$ cat src/rtl/majority_voter_seq.sv
// Sequential majority voter: opens a window, latches each voter's first press, tallies yes votes serially.
// Optional auto-close window timeout is enabled by defining VOTER_TIMEOUT_EN.
module majority_voter_seq #(
    parameter int N_VOTERS      = 7,
    parameter int THRESHOLD     = (N_VOTERS + 1) / 2,
    parameter int WINDOW_CYCLES = 1000,
    localparam int CW = $clog2(N_VOTERS + 1)
) (
    input  logic                clk,
    input  logic                rst_n,
    input  logic                start,
    input  logic                close,
    input  logic [N_VOTERS-1:0] vote_yes,
    input  logic [N_VOTERS-1:0] vote_no,
    output logic                busy,
    output logic [N_VOTERS-1:0] voted_mask,
    output logic                done,
    output logic                pass,
    output logic [CW-1:0]       yes_count,
    output logic                timed_out,
    output logic [1:0]          fsm_state
);
    localparam int IW = (N_VOTERS > 1) ? $clog2(N_VOTERS) : 1;

    typedef enum logic [1:0] {IDLE, OPEN, COUNT, RESULT} state_t;

    state_t                state;
    state_t                state_nx;
    logic [N_VOTERS-1:0]   yes_mask;
    logic [N_VOTERS-1:0]   new_voted;
    logic [N_VOTERS-1:0]   new_yes;
    logic [IW-1:0]         index;
    logic [CW-1:0]         tally;
    logic                  all_voted;
    logic                  timeout_hit;

    assign fsm_state = state;

    // A voter's first press wins; yes and no together records a no.
    assign new_voted = voted_mask | vote_yes | vote_no;
    assign new_yes   = yes_mask | (~voted_mask & vote_yes & ~vote_no);
    assign all_voted = &new_voted;

`ifdef VOTER_TIMEOUT_EN
    localparam int WW = $clog2(WINDOW_CYCLES + 1);
    logic [WW-1:0] win_cnt;

    assign timeout_hit = (win_cnt == WW'(WINDOW_CYCLES - 1));

    always_ff @(posedge clk) begin
        if (!rst_n) begin
            win_cnt   <= '0;
            timed_out <= 1'b0;
        end else if (state == IDLE && start) begin
            win_cnt   <= '0;
            timed_out <= 1'b0;
        end else if (state == OPEN) begin
            win_cnt <= win_cnt + 1'b1;
            // close or all-voted on the expiry edge takes priority over the timeout
            if (timeout_hit && !close && !all_voted)
                timed_out <= 1'b1;
        end
    end
`else
    logic unused_window;
    assign unused_window = (WINDOW_CYCLES > 0);
    assign timeout_hit   = 1'b0;
    assign timed_out     = 1'b0;
`endif

    always_comb begin
        state_nx = state;
        case (state)
            IDLE:    if (start) state_nx = OPEN;
            OPEN:    if (close || all_voted || timeout_hit) state_nx = COUNT;
            COUNT:   if (index == IW'(N_VOTERS - 1)) state_nx = RESULT;
            RESULT:  state_nx = IDLE;
            default: state_nx = IDLE;
        endcase
    end

    always_ff @(posedge clk) begin
        if (!rst_n) begin
            state      <= IDLE;
            busy       <= 1'b0;
            done       <= 1'b0;
            pass       <= 1'b0;
            yes_count  <= '0;
            voted_mask <= '0;
            yes_mask   <= '0;
            index      <= '0;
            tally      <= '0;
        end else begin
            state <= state_nx;
            busy  <= (state_nx != IDLE);
            done  <= 1'b0;
            case (state)
                IDLE: begin
                    if (start) begin
                        voted_mask <= '0;
                        yes_mask   <= '0;
                        tally      <= '0;
                    end
                end
                OPEN: begin
                    voted_mask <= new_voted;
                    yes_mask   <= new_yes;
                    index      <= '0;
                end
                COUNT: begin
                    tally <= tally + CW'(yes_mask[index]);
                    index <= index + 1'b1;
                end
                RESULT: begin
                    yes_count <= tally;
                    pass      <= (tally >= CW'(THRESHOLD));
                    done      <= 1'b1;
                end
                default: ;
            endcase
        end
    end
endmodule
$ cat config.mk
export PLATFORM = sky130hd
export DESIGN_NAME = majority_voter_seq
export DESIGN_NICKNAME = d
export VERILOG_FILES = /design/src/rtl/majority_voter_seq.sv
export SDC_FILE = /design/constraint.sdc
export NUM_CORES = 1
export LEC_CHECK = 0
export CAP_MARGIN = 20
export CELL_PAD_IN_SITES_DETAIL_PLACEMENT = 0
export CELL_PAD_IN_SITES_GLOBAL_PLACEMENT = 1
export CORE_UTILIZATION = 30
export DETAILED_ROUTE_END_ITERATION = 16
export PLACE_DENSITY_LB_ADDON = 0.1
export SYNTH_ARGS = -nofsm -noshare
export SYNTH_HDL_FRONTEND = slang
export SYNTH_SLANG_ARGS = --single-unit
$ cat constraint.sdc
create_clock -name clk -period 2.3 [get_ports clk]
set_input_delay 0.575 -clock clk [delete_from_list [all_inputs] [get_ports clk]]
set_output_delay 0.575 -clock clk [all_outputs]
set_load 0.1 [all_outputs]
### After elaboration in Yosys (flattened, before gate mapping)

Index checks and enable logic that the tools add are counted.

| word-level totals | value |
|---|---|
| flip-flop bits (word level) | 28 |
| bits of input ports | 18 |
| output and inout port bits | 16 |
| logic and storage cells | 47 |

| operators by class | value |
|---|---|
| $add $sub $neg | 2 |
| $lt $le $gt $ge | 2 |
| equal/unequal tests | 5 |
| muxes and demuxes | 13 |
| bitwise gates (word level) | 7 |
| reductions and logical operators | 9 |

Operator list:

| kind | number |
|---|---|
| 7-bit one-hot mux with 2 select lines | 2 |
| 7-bit bitwise OR | 3 |
| 7-bit AND | 2 |
| 7-bit NOT | 2 |
| 3-bit one-hot mux with 2 select lines | 2 |
| 2-bit one-hot mux with 4 select lines | 1 |
| 2-bit nonzero test | 4 |
| 7-bit 2-to-1 mux | 1 |
| 7-bit AND reduction | 1 |
| 2-bit 2-to-1 mux | 3 |
| 2-bit equality test (second input constant) | 2 |
| 3-bit by 4-bit less-than comparator with 1-bit output (second input constant) | 1 |
| 2-bit AND reduction | 2 |
| 3-bit by 1-bit adder with 3-bit output | 1 |
| 3-bit by 1-bit adder with 3-bit output (second input constant) | 1 |
| 1-bit binary-select mux with 3-bit select | 1 |
| 3-bit equality test (second input constant) | 1 |
| 3-bit greater-or-equal comparator (second input constant) | 1 |
| 3-bit 2-to-1 mux | 1 |
| 2-bit by 1-bit equality test with 1-bit output (second input constant) | 1 |
| 2-bit zero test | 1 |
| 1-bit 2-to-1 mux | 2 |
| 2-bit != test (second input constant) | 1 |
| 1-bit logical OR | 1 |

### Depth between registers and ports, before layout

| logic depth | value |
|---|---|
| depth after elaboration | 7 |
| depth in mapped cells | 9 |
| mapped depth without buffers | 9 |

### Least setup slack after synthesis

Ideal clock, no wire load.

| timing | value |
|---|---|
| path kind | register to register |
| start point | register state[0], in the netlist fsm_state[0] |
| end point | register tally[0] |
| library setup time | 0.118 ns |
| arrival time | 2.137 ns |
| required time | 2.182 ns |
| slack | 0.045 ns |
| cell stages (with the launch flop) | 8 |
| path buffers | 1 |
| period minus slack after synthesis | 2.255 ns |
| cells stage by stage | dfxtp_1 > inv_1 > ha_1 > nand2b_2 > buf_2 > o21ai_0 > a32oi_1 > nor2b_1 |

| between the ends | value |
|---|---|
| longest elaborated chain between the ends | 3 |
| elaborated cells on any way between the ends | 6 |
| classes of those cells | eq/ne (2); mux (1); reduce/logical (3) |

RTL lines:

| item | RTL line | RTL |
|---|---|---|
| start, declared | 27 | `state_t state;` |
| start signal, assigned | 94 | `state <= state_nx;` |
| 2-bit equality test / 2-bit zero test (equally long branches) | 97 | `case (state)` |
| 2-bit nonzero test (no source line) / 2-bit != test (equally long branches) | -- |  |
| 2-bit AND reduction (no source line) | -- |  |
| end signal, assigned | 111 | `tally <= tally + CW'(yes_mask[index]);` |
| end, declared | 33 | `logic [CW-1:0] tally;` |

Several ways; a longest one is shown, not always the timed one.
A chain may end at the register's enable or synchronous reset.

### Worst setup path in the final report

| timing | value |
|---|---|
| start point | register index[0] |
| end point | register tally[2] |

| between the ends | value |
|---|---|
| longest elaborated chain between the ends | 4 |

RTL lines:

| item | RTL line | RTL |
|---|---|---|
| start, declared | 32 | `logic [IW-1:0] index;` |
| start signal, assigned | 112 | `index <= index + 1'b1;` |
| 1-bit binary-select mux with 3-bit select | 111 |  |
| 1-bit 2-to-1 mux (implied by the code) | 111 |  |
| 3-bit by 1-bit adder with 3-bit output | 111 |  |
| 3-bit one-hot mux with 2 select lines | 97 |  |

Every way passes these cells. The select of a mux whose other input is x is not followed.

==> out/qor.csv <==
stage,metric,value,unit
die,io_pins,34,
clock_network,cts_resized,0,
die,core_area,4350,µm²
detailed_routing,drc,0,
synth,synth_top_family_by_area,simple AND/OR/NAND/NOR gates,
synth,synthXorXnorAreaFrac,0,%
synth,yosysWarnings,0,
synth,yosys.area_share.adder,7.33,%
setup_path,critPathMaxFanout,2,
timing,fin_crit_sh,82.9,%
timing,fin_tns_setup,0,ns
clock_network,cts_tree,built,
cells_and_area,layout_common_cells,"dfxtp_1 (28), buf_4 (19), nor2_1 (18)",
synth,synth_cell_types,34,
power,total_leakage_power,0.676,nW
setup_path,crit_path_top_delay_cell,mux4_2,
clock_network,postCtsSetupBuffers,0,
detailed_routing,drt_iter0_drc,71,
clock_network,cts_buffer_depth,2,
cells_and_area,layout_commonest_cell,dfxtp_1,
power,pwr_density_cell,633,nW/µm²
setup_path,end_kind,flip-flop,
synth,synthesis.area,1370,µm²
synth,synth-seq-cells,28,
synth,synth.largest_area_cell,dfxtp_1,
clock_network,cts-root-buf,clkbuf_8,
place,place.gp.congestion,0.764,
clock_network,clk_latency,0.27,ns
hold_path,holdCritPathClass,reg2reg,
global_routing,grt-ovfl-total,0,
place,dpl_cell_area,1710,µm²
timing,slew_viol_final,0,
setup_path,path_buf_inv,0,
synth,async_flop_share,0,%
cells_and_area,num-nets-final,213,
power,combPwrFrac,29.1,%
place,dp.final_hpwl,2600,µm
power,p_sw,0.386,mW
flow_run,drv_cap,0,
global_routing,grt_usage,14.9,%
power,peakVddDrop,0.194,mV
setup_path,startpoint_type,flip-flop,
synth,synth_compound_area_share,20.0,%
timing,min_period,1.91,ns
synth,synthCells,152,
synth,synth_ff_type,dfxtp_1,
timing,fin_worst_skew,0.00535,ns
synth,synth_nets,178,
setup_path,crit_type,reg2reg,
timing,rsz0062_at_grt,no,
timing,fmax,524,MHz
die,initial_core_util,31.4,%
setup_path,max_stage_delay,0.50,ns
synth,synth_simple_gate_area_share,22.3,%
clock_network,htreeDepth,1,
power,power.share.switching,34.8,%
clock_network,numCtsBuffers,3,
setup_path,crit_arrival,2.07,ns
global_routing,grt_max_degree,15,
power,total_power,1.11,mW
synth,synth_edf_count,0,
global_routing,grt_pass1_wl,5740,µm
setup_path,crit_family,multiplexers,
die,dieHeight,69.5,µm
setup_path,crit_top_cell,ha_1,
cells_and_area,syn_to_final_growth,28.3,%
status,status,"complete, no violations",
detailed_routing,via_per_inst,5.01,
cells_and_area,n_antenna_cell,0,
setup_path,cp_cell_sequence,mux4_2 -> o21a_1 -> ha_1 -> ha_1 -> nand2_1 -> mux2i_1 -> a22oi_1 -> nor2b_1,
clock_network,holdBufCountCts,0,
global_routing,grt_antenna_before_repair,0,
cells_and_area,drive_gt1_share,15.7,%
die,die_x,69.5,µm
detailed_routing,first_pass_iters,4,
die,num_rows,24,
timing,hold_violations,0,
detailed_routing,detail-route-antenna-nets,0,
place,io_buffers,32,
power,pwr-share-seq,47.4,%
synth,synth_top_area_share,41.0,%
power,power.share.clock,23.6,%
synth,synth_area_leaders,"dfxtp_1 (41%), ha_1 (7.3%), nor2_1 (4.9%)",
synth,synth_area_per_cell,8.99,µm²
clock_network,clkSlewWorstSetupHoldPaths,0.09,ns
clock_network,cts.sinks,28,
detailed_routing,wirelength,3390,µm
die,fp.dieArea,4830,µm²
detailed_routing,wire_per_inst,14.3,µm
timing,setup_violations,0,
power,p_int,0.723,mW
setup_path,required,2.46,ns
global_routing,grt_pass1_vias,1100,
synth,yosysSeqAreaShare,41.0,%
synth,synth_mux_area_share,5.31,%
detailed_routing,vias,1188,
cells_and_area,stdcell_area,1750,µm²
-- metrics by stage --
step	util [%]	hold slack, ns	cells	worst slack [ns]
2_1_floorplan	-	0.432	152	0.0446
3_3_place_gp	39.3	0.449	234	0.206
3_5_place_dp	39.3	0.462	234	0.169
4_1_cts	40.3	0.485	237	0.362
5_1_grt	40.3	0.512	237	0.266
6_report	40.3	0.483	237	0.393
-- cells by family (layout without fill, tap and decap cells) --
kind of cell / after synthesis / after routing
mux: 6 / 6
compound gates: 39 / 39
fa+ha+maj: 8 / 8
simple gates: 59 / 59
buf+inv: 11 / 44
other cells: 1 / 1
flops: 28 / 28
-- Yosys cell counts (5+ instances only) --
cell type,count
nand2_1,15
mux2i_1,5
o211ai_1,7
nor2_1,18
dfxtp_1,28
nor2b_1,6
a21boi_0,6
inv_1,5
ha_1,8
nor3_1,5
a31oi_1,9
-- worst paths after layout --
path / start / cells past startpoint / slack (ns) / endpoint
setup / recovery: index[0] / 8 / 0.39 / tally[2]
hold / removal: yes_mask[5] / 2 / 0.48 / yes_mask[5]
setup reg to reg: index[0] / 8 / 0.39 / tally[2]
hold reg to reg: yes_mask[5] / 2 / 0.48 / yes_mask[5]
-- flip-flops by register name, indices dropped and copies added (netlist names) --
| register | count |
|---|---|
| done | 1 |
| yes_mask | 7 |
| yes_count | 3 |
| pass | 1 |
| fsm_state | 2 |
| busy | 1 |
| voted_mask | 7 |
| tally | 3 |
| index | 3 |
-- power by group through the flow --
| stage | Clock (mW) | Combinational, mW | Sequential [mW] |
|---|---|---|---|
| 6_report | 0.261 | 0.322 | 0.525 |
| 5_1_grt | 0.301 | 0.346 | 0.529 |
| 4_1_cts | 0.276 | 0.326 | 0.526 |
| 3_5_place_dp | 0 | 0.325 | 0.537 |
| 3_3_place_gp | 0 | 0.323 | 0.536 |
| 2_1_floorplan | 0 | 0.120 | 0.642 |
-- tightest hold or removal path: cells and delay by family, from the launching register on --
family / cells / cell delay (ns)
flops: 1 / 0.34
compound gates: 1 / 0.04
simple gates: 1 / 0.07
-- per-layer routing --
layer	vias up	track usage (%)	wire length [µm]
met5	-	0	0
met4	0	3.40	33
met3	4	2.03	154
met2	32	22.8	1580
met1	550	22.2	1620
li1	602	-	-
-- final cells by class --
cell class                      instances  area [µm²]
Multi-Input combinational cell        113         754
Sequential cell                        28         561
Fill cell                             430        2600
Tap cell                               52        65.1
Clock buffer                            3        41.3
Timing Repair Buffer                   36         313
Inverter                                5        18.8
No activity file was read; power rests on OpenSTA's default activity.
